$ cat config.mk
export PLATFORM = sky130hd
export DESIGN_NAME = subtractor_serial_flat
export DESIGN_NICKNAME = d
export VERILOG_FILES = /design/src/rtl/subtractor_serial_if.sv /design/src/rtl/subtractor_serial.sv /design/src/flat_wrapper.sv
export SDC_FILE = /design/constraint.sdc
export NUM_CORES = 1
export LEC_CHECK = 0
export BUFFER_PORTS_ARGS = -buffer_cell sky130_fd_sc_hd__clkbuf_2
export CORE_MARGIN = 4
export CORE_UTILIZATION = 40
export CTS_BUF_LIST = sky130_fd_sc_hd__clkbuf_8
export DETAILED_ROUTE_END_ITERATION = 8
export GPL_ROUTABILITY_DRIVEN = 0
export PLACE_DENSITY_LB_ADDON = 0.2
export SYNTH_ARGS = -nofsm -noshare
export SYNTH_HDL_FRONTEND = slang
export SYNTH_SLANG_ARGS = --single-unit
export TNS_END_PERCENT = 20
$ cat constraint.sdc
create_clock -name clk -period 4.5 [get_ports clk]
set_clock_uncertainty 0.15 [all_clocks]
set_input_delay 0.9 -clock clk [delete_from_list [all_inputs] [get_ports clk]]
set_output_delay 0.9 -clock clk [all_outputs]
set_load 0.02 [all_outputs]
$ cat src/rtl/subtractor_serial_if.sv
// Handshake bundle for the bit-serial subtractor: operand load and result unload channels.
interface subtractor_serial_if #(
    parameter int WIDTH = 8
);
    logic             start_valid;
    logic             start_ready;
    logic [WIDTH-1:0] a;
    logic [WIDTH-1:0] b;
    logic             diff_valid;
    logic             diff_ready;
    logic [WIDTH-1:0] diff;
    logic             borrow_out;

    modport master (
        output start_valid, a, b, diff_ready,
        input  start_ready, diff_valid, diff, borrow_out
    );

    modport slave (
        input  start_valid, a, b, diff_ready,
        output start_ready, diff_valid, diff, borrow_out
    );
endinterface

$ cat src/rtl/subtractor_serial.sv
// Bit-serial two's-complement subtractor: a - b, one bit per clock, LSB first,
// borrow held in a flip-flop between bit steps.
module subtractor_serial #(
    parameter int WIDTH = 8
) (
    input logic                clk,
    input logic                rst_n,
    subtractor_serial_if.slave bus
);
    localparam int CW = $clog2(WIDTH + 1);

    localparam logic [1:0] IDLE = 2'd0;
    localparam logic [1:0] RUN  = 2'd1;
    localparam logic [1:0] DONE = 2'd2;

    logic [1:0]       state;
    logic [WIDTH-1:0] sa;
    logic [WIDTH-1:0] sb;
    logic [WIDTH-1:0] sa_next;
    logic [WIDTH-1:0] sb_next;
    logic [WIDTH-1:0] diff_q;
    logic [CW-1:0]    cnt;
    logic             br;
    logic             br_next;
    logic             d;
    logic             bo_q;

    // The minuend register doubles as the result register: each step consumes
    // sa[0] and refills the vacated MSB with the new difference bit.
    always_comb begin
        d       = sa[0] ^ sb[0] ^ br;
        br_next = (~sa[0] & sb[0]) | (~(sa[0] ^ sb[0]) & br);
        sa_next = (sa >> 1) | (WIDTH'(d) << (WIDTH - 1));
        sb_next = sb >> 1;
    end

    always_ff @(posedge clk or negedge rst_n) begin
        if (!rst_n) begin
            state  <= IDLE;
            sa     <= '0;
            sb     <= '0;
            cnt    <= '0;
            br     <= 1'b0;
            diff_q <= '0;
            bo_q   <= 1'b0;
        end else begin
            case (state)
                IDLE: begin
                    if (bus.start_valid) begin
                        sa    <= bus.a;
                        sb    <= bus.b;
                        br    <= 1'b0;
                        cnt   <= '0;
                        state <= RUN;
                    end
                end
                RUN: begin
                    sa  <= sa_next;
                    sb  <= sb_next;
                    br  <= br_next;
                    cnt <= cnt + CW'(1);
                    if (cnt == CW'(WIDTH - 1)) begin
                        diff_q <= sa_next;
                        bo_q   <= br_next;
                        state  <= DONE;
                    end
                end
                DONE: begin
                    if (bus.diff_ready) begin
                        state <= IDLE;
                    end
                end
                default: state <= IDLE;
            endcase
        end
    end

    assign bus.start_ready = (state == IDLE);
    assign bus.diff_valid  = (state == DONE);
    assign bus.diff        = diff_q;
    assign bus.borrow_out  = bo_q;
endmodule

$ cat src/flat_wrapper.sv
// flat-port wrapper written by rule: the top's interface ports become plain ports
module subtractor_serial_flat 
#(
    parameter int WIDTH = 8
)
  (clk, rst_n, bus_start_valid, bus_a, bus_b, bus_diff_ready, bus_start_ready, bus_diff_valid, bus_diff, bus_borrow_out);
  subtractor_serial_if #(.WIDTH(WIDTH)) bus_i ();
  input logic clk;
  input logic rst_n;
  input wire logic [$bits(bus_i.start_valid)-1:0] bus_start_valid;
  input wire logic [$bits(bus_i.a)-1:0] bus_a;
  input wire logic [$bits(bus_i.b)-1:0] bus_b;
  input wire logic [$bits(bus_i.diff_ready)-1:0] bus_diff_ready;
  output wire logic [$bits(bus_i.start_ready)-1:0] bus_start_ready;
  output wire logic [$bits(bus_i.diff_valid)-1:0] bus_diff_valid;
  output wire logic [$bits(bus_i.diff)-1:0] bus_diff;
  output wire logic [$bits(bus_i.borrow_out)-1:0] bus_borrow_out;
  assign bus_i.start_valid = bus_start_valid;
  assign bus_i.a = bus_a;
  assign bus_i.b = bus_b;
  assign bus_i.diff_ready = bus_diff_ready;
  assign bus_start_ready = bus_i.start_ready;
  assign bus_diff_valid = bus_i.diff_valid;
  assign bus_diff = bus_i.diff;
  assign bus_borrow_out = bus_i.borrow_out;
  subtractor_serial #(.WIDTH(WIDTH)) u_core (.clk(clk), .rst_n(rst_n), .bus(bus_i));
endmodule
### After elaboration in Yosys (flattened, before gate mapping)

Cells that the tools add are included.

* register bits: 32
* input bits: 20
* output and inout port bits: 11
* logic and storage cells: 39

* add/subtract/negate cells: 1
* eq/ne operators: 6
* multiplexer cells: 12
* bitwise logic cells: 8
* reductions and logical operators: 5

Operator list (count)
* one-hot mux 8 bit (2 select lines): 2
* two-way mux 8 bit: 2
* OR 7 x 8 -> 8 bit: 1
* one-hot mux 4 bit (2 select lines): 1
* two-way mux 2 bit: 3
* one-hot mux 2 bit (3 select lines): 1
* adder 4 x 1 -> 4 bit, second input constant: 1
* equality test 4 x 3 -> 1 bit, second input constant: 1
* two-way mux 4 bit: 1
* != test 2 bit, second input constant: 2
* AND reduction 2 bit: 2
* AND reduction 3 bit: 1
* AND 1 bit: 2
* equality test 2 x 1 -> 1 bit, second input constant: 1
* equality test 2 bit, second input constant: 1
* logical NOT 2 bit: 1
* != test 2 x 1 -> 1 bit, second input constant: 1
* NOT 1 bit: 2
* one-hot mux 1 bit (2 select lines): 1
* nonzero test 2 bit: 1
* bitwise XOR 1 bit: 2
* two-way mux 1 bit: 1
* OR 1 bit: 1

### Longest topological paths before layout

Gate-level depths: netlist (run 1).

* word-level depth: 5
* mapped depth: 5
* depth with buffers taken out: 4

### Worst setup path after synthesis (run 1)

No wires, ideal clock.

* path type: register to output
* start: register u_core.state[1]
* end: output bus_start_ready
* arrival time: 1.092 ns
* slack: 2.358 ns
* cell stages (with the launch flop): 4
* buffers on the path: 2
* cells stage by stage: dfrtp_1 > clkbuf_1 > clkbuf_1 > nor2_1

* cells in the longest elaborated chain, start to end: 1

RTL lines
* start: declaration: RTL line subtractor_serial.sv:16 `logic [1:0] state;`
* start signal: assignment: RTL line subtractor_serial.sv:39 `state <= IDLE;`
* start signal: assignment: RTL line subtractor_serial.sv:54 `state <= RUN;`
* start signal: assignment: RTL line subtractor_serial.sv:65 `state <= DONE;`
* logical NOT 2 bit: RTL line subtractor_serial.sv:78 `assign bus.start_ready = (state == IDLE);`
* end: declaration: RTL line flat_wrapper.sv:14 `output wire logic [$bits(bus_i.start_ready)-1:0] bus_start_ready;`

Every way passes these cells.

### Worst setup path after layout (run 1)

* start: register u_core.state[1]
* end: output bus_diff_valid

* cells in the longest elaborated chain, start to end: 1

RTL lines
* equality test 2 bit: RTL line subtractor_serial.sv:79 `assign bus.diff_valid = (state == DONE);`
* end: declaration: RTL line flat_wrapper.sv:15 `output wire logic [$bits(bus_i.diff_valid)-1:0] bus_diff_valid;`

Every way passes these cells.

==> qor.yml, run 1 <==
status:
  status: "completed"
floorplan:
  dieArea_um2: 4850
  num_rows: 22
  io_pins: 31
  die_w_um: 69.6
  core_um2: 3660
  start_util_pct: 41.5
  die_y_um: 69.6
clock_tree:
  post_cts_resized: 0
  cts.sinks: 32
  cts_buffer_depth: 2
  htree_levels: 2
  clk_latency_ps: 280
  cts_root_buffer: "clkbuf_8"
  numCtsBuffers: 5
  postCtsHoldBufs: 0
  post_cts_buffers: 0
  clkTransAtPathRegs_ps: 70
  cts_tree: "built"
power:
  power_switching_uw: 454
  p_per_area_nw_per_um2: 697
  p_int_uw: 809
  clockPowerShare_pct: 23.7
  p_leak_nw: 0.829
  pwr-share-seq_pct: 42.4
  power_frac_comb_pct: 33.9
  peakVddDrop_mv: 0.358
  power.share.switching_pct: 36.0
sta:
  timing.fmax_ghz: 0.381
  worst_pin_slew_ps: 1180
  fin_tns_setup_ps: 0
  timing.final.crit_period_ps: 2620
  setup_viol: 0
  whs_ps: 337
  report.final.slew_viol_count: 0
  hold_violations: 0
  post-route-period-util_pct: 58.3
  relSlewSlack_pct: 20.9
  rsz0062_at_grt: "false"
setup_path:
  crit_fanout: 23
  worstPathRequired_ps: 3450
  crit_path_top_delay_cell: "dfrtp_1"
  end_kind: "primary output"
  worstSetupPathType: "flip-flop to primary output"
  r2r_cells: 3
  crit_chain: "nor2b_1, clkbuf_2"
  worst_ep_arrival_time_ps: 1570
  max_stage_delay_ps: 840
  critPathLaunchType: "flip-flop"
hold_path:
  hold_depth: 2
  min_path_type: "flip-flop to flip-flop"
drt:
  vias: 1186
  drt-total-wl_um: 3230
  drc_errors: 0
  ant_nets: 0
  wl_per_cell_um: 14.8
  firstDrtPassIters: 4
  vias_per_cell: 5.42
  first_iter_violations: 147
global_route:
  grt_pass1_wl_um: 5420
  antenna_found_initial: 0
  track_usage_pct: 13.8
  grt_pass1_vias: 1155
  overflow: 0
  grt_max_degree: 33
synth:
  synth-edff-count: 0
  ys_seq_elements: 32
  synthCells: 142
  ys_seq_area_share_pct: 52.7
  synth_ff_type: "dfrtp_1"
  syn_area_um2: 1520
  async_flop_share_pct: 100
  synth_common_cells: "dfrtp_1, nor2b_1, o21ai_0"
  synthesis.nets: 164
  synth_top_cell_by_area: "dfrtp_1"
  ys_types: 26
  post-synth-top-count-cell: "dfrtp_1"
  yosysWarnings: 0
  synth_area_leaders: "dfrtp_1, a22oi_1, nor2b_1, mux2_2, o21ai_0"
  avgSynthCellArea_um2: 10.7
  yosysTopAreaCellShare_pct: 52.7
placed_design:
  port_buffers: 30
  dp_hpwl_um: 2170
finish:
  synthToLayoutAreaGrowth_pct: 19.4
  diodes: 0
  drive_gt1_share_pct: 28.1
  nNetsFinal: 192
flow_run:
  max_cap_violations: 0
## kinds of logic after synthesis
kind of cell | Yosys count | share of synthesized area (%)
buffers and inverters | 13 | 3.79
DFF | 32 | 52.7
and+or+nand+nor | 30 | 12.2
AOI/OAI and AO/OA | 55 | 21.9
muxes | 10 | 7.25
adders and majority gates | 2 | 2.14
## path summary, 6_finish.rpt
check	start	endpoint	slack [ps]
max	u_core.state[1]	bus_diff_valid	1880
min	u_core.br	u_core.br	340
max reg2reg	u_core.state[0]	u_core.sa[5]	2110
min reg2reg	u_core.br	u_core.br	340
max in group asynchronous	rst_n	u_core.cnt[3]	3170
min in group asynchronous	rst_n	u_core.bus.diff[5]	530
## layer usage
metal | part of all wire, % | vias up | GRT usage [%] | routed length, um
met5 | 0 | - | 0 | 0
met4 | 0.96 | 0 | 3.83 | 31
met3 | 5.7 | 4 | 4.93 | 183
met2 | 46 | 29 | 21.2 | 1470
met1 | 48 | 590 | 18.3 | 1550
li1 | - | 563 | - | -
## flip-flops by register name, indices dropped and copies added (netlist names)
register / cells
u_core.br: 1
u_core.bus.borrow_out: 1
u_core.bus.diff: 8
u_core.cnt: 4
u_core.sa: 8
u_core.sb: 8
u_core.state: 2
## worst max-delay path, delay by kind of cell (launching register included)
family,cells,cell delay (ps)
AND/OR/NAND/NOR,1,260
flip-flops,1,840
buffers and inverters,1,200
## power by group through the flow
stage                     Sequential (mW)  Clock [mW]  Combinational (mW)
after CTS                           0.535       0.306               0.434
after floorplan                     0.538           0               0.298
final                               0.535       0.299               0.428
after global placement              0.533           0               0.416
after detailed placement            0.540           0               0.431
after global routing                0.555       0.316               0.482
## placed cells by master (no fill, tap or decap), drive strengths merged
master / instances
a21o: 1
a21oi: 16
a22o: 2
a22oi: 15
a2bb2oi: 1
bufinv: 1
clkbuf: 37
dfrtp: 32
fa: 1
ha: 1
inv: 4
mux2: 8
mux2i: 2
nand2: 5
nand2b: 2
nand3: 2
nor2: 2
nor2b: 18
nor3: 1
o21ai: 18
o21bai: 1
o311ai: 1
## layout make-up
class                      count  area, um2
multi-input combinational     97        661
clock inverter                 1       30.0
timing repair buffer          30        150
fill                         353       1850
tap                           48       60.1
sequential                    32        801
inverter                       4       15.0
clock buffer                   7       96.3
## through the flow
| step | area (um2) | setup WS (ps) | instances | util [%] | total power, mW |
|---|---|---|---|---|---|
| 2_1_floorplan | 1520 | 2360 | 142 | - | 0.836 |
| 3_3_place_gp | 1690 | 1820 | 211 | 46.1 | 0.949 |
| 4_1_cts | 1810 | 1890 | 219 | 49.5 | 1.28 |
| 5_1_grt | 1810 | 1760 | 219 | 49.5 | 1.35 |
| 6_report | 1810 | 1880 | 219 | 49.5 | 1.26 |
| 3_5_place_dp | 1690 | 1740 | 211 | 46.1 | 0.971 |
(Power assumes the default switching activity.)
==> inputs of run 2 (changes only) <==
clock period = 2.3 ns   (was 4.5 ns; I/O delays follow)
==> run 2 against run 1 <==
Compared with the run above:
- non-clock buffer count is 5 higher
- critical path depth rose by 1
- global-route usage is 1.2 points higher
- utilization up 0.21 points
- die area unchanged
- first-iteration DRC count shrank 71%
- combinational power up 110%
- register-to-register slack got worse by 1800 ps
- hold slack got worse by 240 ps
- sequential share of layout area down 0.18 points
- largest power group unchanged
==> qor.yml, run 2 (synthesis gave the netlist of run 1 again) <==
status:
  status: "completed"  # unchanged
sta:
  relSlewSlack_pct: 27.9  # was 20.9%
  rsz0062_at_grt: "false"  # unchanged
  timing.final.crit_period_ps: 2010
  hold_violations: 0  # unchanged
  fin_tns_setup_ps: 0  # unchanged
  worst_pin_slew_ps: 1080  # was 1180 ps
  report.final.slew_viol_count: 0  # unchanged
  final.setup.worst_slack_ps: 293  # was 1880 ps
  timing.fmax_ghz: 0.498
  post-route-period-util_pct: 87.2
  setup_viol: 0  # unchanged
setup_path:
  critPathLaunchType: "flip-flop"  # unchanged
  crit_path_start: "u_core.state[0]"  # was u_core.state[1]
  r2r_cells: 3  # unchanged
  worstPathRequired_ps: 1690  # was 3450 ps
  worstSetupPathType: "flip-flop to primary output"  # unchanged
  end_kind: "primary output"  # unchanged
  max_stage_delay_ps: 490  # was 840 ps
  crit_path_top_delay_cell: "dfrtp_1"  # unchanged
  r2r-start: "u_core.state[0]"  # unchanged
  worst_ep_arrival_time_ps: 1400  # was 1570 ps
  crit_fanout: 10  # was 23
  crit_chain: "buf_4, nor2b_1, clkbuf_2"  # was nor2b_1, clkbuf_2
drt:
  drt-total-wl_um: 3260  # was 3230 um
  firstDrtPassIters: 4  # unchanged
  wl_per_cell_um: 14.6  # was 14.8 um
  vias: 1165  # was 1186
  drc_errors: 0  # unchanged
  first_iter_violations: 43  # was 147
  vias_per_cell: 5.22  # was 5.42
  ant_nets: 0  # unchanged
global_route:
  overflow: 0  # unchanged
  grt_pass1_wl_um: 5810  # was 5420 um
  grt_max_degree: 33  # unchanged
  track_usage_pct: 15.0  # was 13.8%
  grt_pass1_vias: 1241  # was 1155
  antenna_found_initial: 0  # unchanged
finish:
  multi_input_area_um2: 661  # unchanged
  nNetsFinal: 197  # was 192
  drive_gt1_share_pct: 29.7  # was 28.1%
  diodes: 0  # unchanged
  layout_commonest_cell: "dfrtp_1"  # unchanged
  seq_area_um2: 801  # unchanged
  synthToLayoutAreaGrowth_pct: 19.9  # was 19.4%
  nFillCells: 348  # was 353
  final_cell_mix: "dfrtp_1, clkbuf_2, nor2b_1"  # unchanged
power:
  peakVddDrop_mv: 0.667  # was 0.358 mV
  p_leak_nw: 0.839  # was 0.829 nW
  power_mw: 2.36  # was 1.26 mW
  p_per_area_nw_per_um2: 1300  # was 697 nW/um2
clock_tree:
  cts_root_buffer: "clkbuf_8"  # unchanged
  post_cts_resized: 0  # unchanged
  htree_levels: 2  # unchanged
  cts.sinks: 32  # unchanged
  post_cts_buffers: 0  # unchanged
  cts_tree: "built"  # unchanged
  postCtsHoldBufs: 0  # unchanged
  cts_buffer_depth: 2  # unchanged
  clk_latency_ps: 280  # about the same
  clkTransAtPathRegs_ps: 60  # was 70 ps
  numCtsBuffers: 5  # unchanged
floorplan:
  core_um2: 3660  # unchanged
  die_y_um: 69.6  # unchanged
  dieArea_um2: 4850  # unchanged
  num_rows: 22  # unchanged
  start_util_pct: 41.5  # unchanged
  io_pins: 31  # unchanged
  die_w_um: 69.6  # unchanged
placed_design:
  pre_cts_ws_ps: 355  # was 1740 ps
  dp_hpwl_um: 2330  # was 2170 um
  port_buffers: 30  # unchanged
hold_path:
  min_path_type: "input port to asynchronous set/reset pin"  # was flip-flop to flip-flop
flow_run:
  max_cap_violations: 0  # unchanged
==> run 2: changes by cell type in the layout (fill, tap and decap cells not counted) <==
| cell | delta |
|---|---|
| buf_4 | +5 |
| bufinv_16 | -1 |
==> run 2: final timing paths <==
check / endpoint / slack, ps
worst max-delay path: bus_diff_valid / 290
worst min-delay path: u_core.bus.diff[6] / 100
worst max register to register: u_core.sa[0] / 360
worst min register to register: u_core.br / 330
max in group asynchronous: u_core.sb[6] / 1410
min in group clk: u_core.state[1] / 280
==> run 2: final cells by class <==
class                   instances  area share [%]
repair buffers                 35            10.3
well taps                      48            3.30
flip-flops and latches         32            44.0
inverters                       4           0.825
clock buffers                   7            5.29
multi-input cells              97            36.3
==> run 2: layer usage <==
metal	wire [um]	vias up	global-route usage (%)
met2	1470	25	22.8
met1	1570	560	20.0
met5	0	-	0
met4	46	0	4.47
met3	165	6	5.51
li1	-	574	-
==> run 2: critical path: cells and delay by family (launching register included) <==
kind                   cells  cell delay, ps
flip-flops                 1             490
buffers and inverters      2             430
AND/OR/NAND/NOR            1             200
==> run 2: power breakdown <==
group	total, mW	leakage [nW]	internal, mW	switching (mW)
combinational	0.885	0.383	0.412	0.473
clock	0.460	0.0503	0.266	0.194
sequential	1.02	0.405	0.808	0.209
total	2.36	0.839	1.49	0.876
==> run 2: stage by stage <==
| stage | hold WS [ps] | utilization [%] | cell area, um2 | cells |
|---|---|---|---|---|
| 5_1_grt | 163 | 49.7 | 1820 | 223 |
| 3_5_place_dp | 320 | 47.1 | 1720 | 216 |
| 6_report | 96.9 | 49.7 | 1820 | 223 |
| 2_1_floorplan | 14.4 | - | 1520 | 142 |
| 3_3_place_gp | 320 | 47.1 | 1720 | 216 |
| 4_1_cts | 127 | 49.7 | 1820 | 223 |
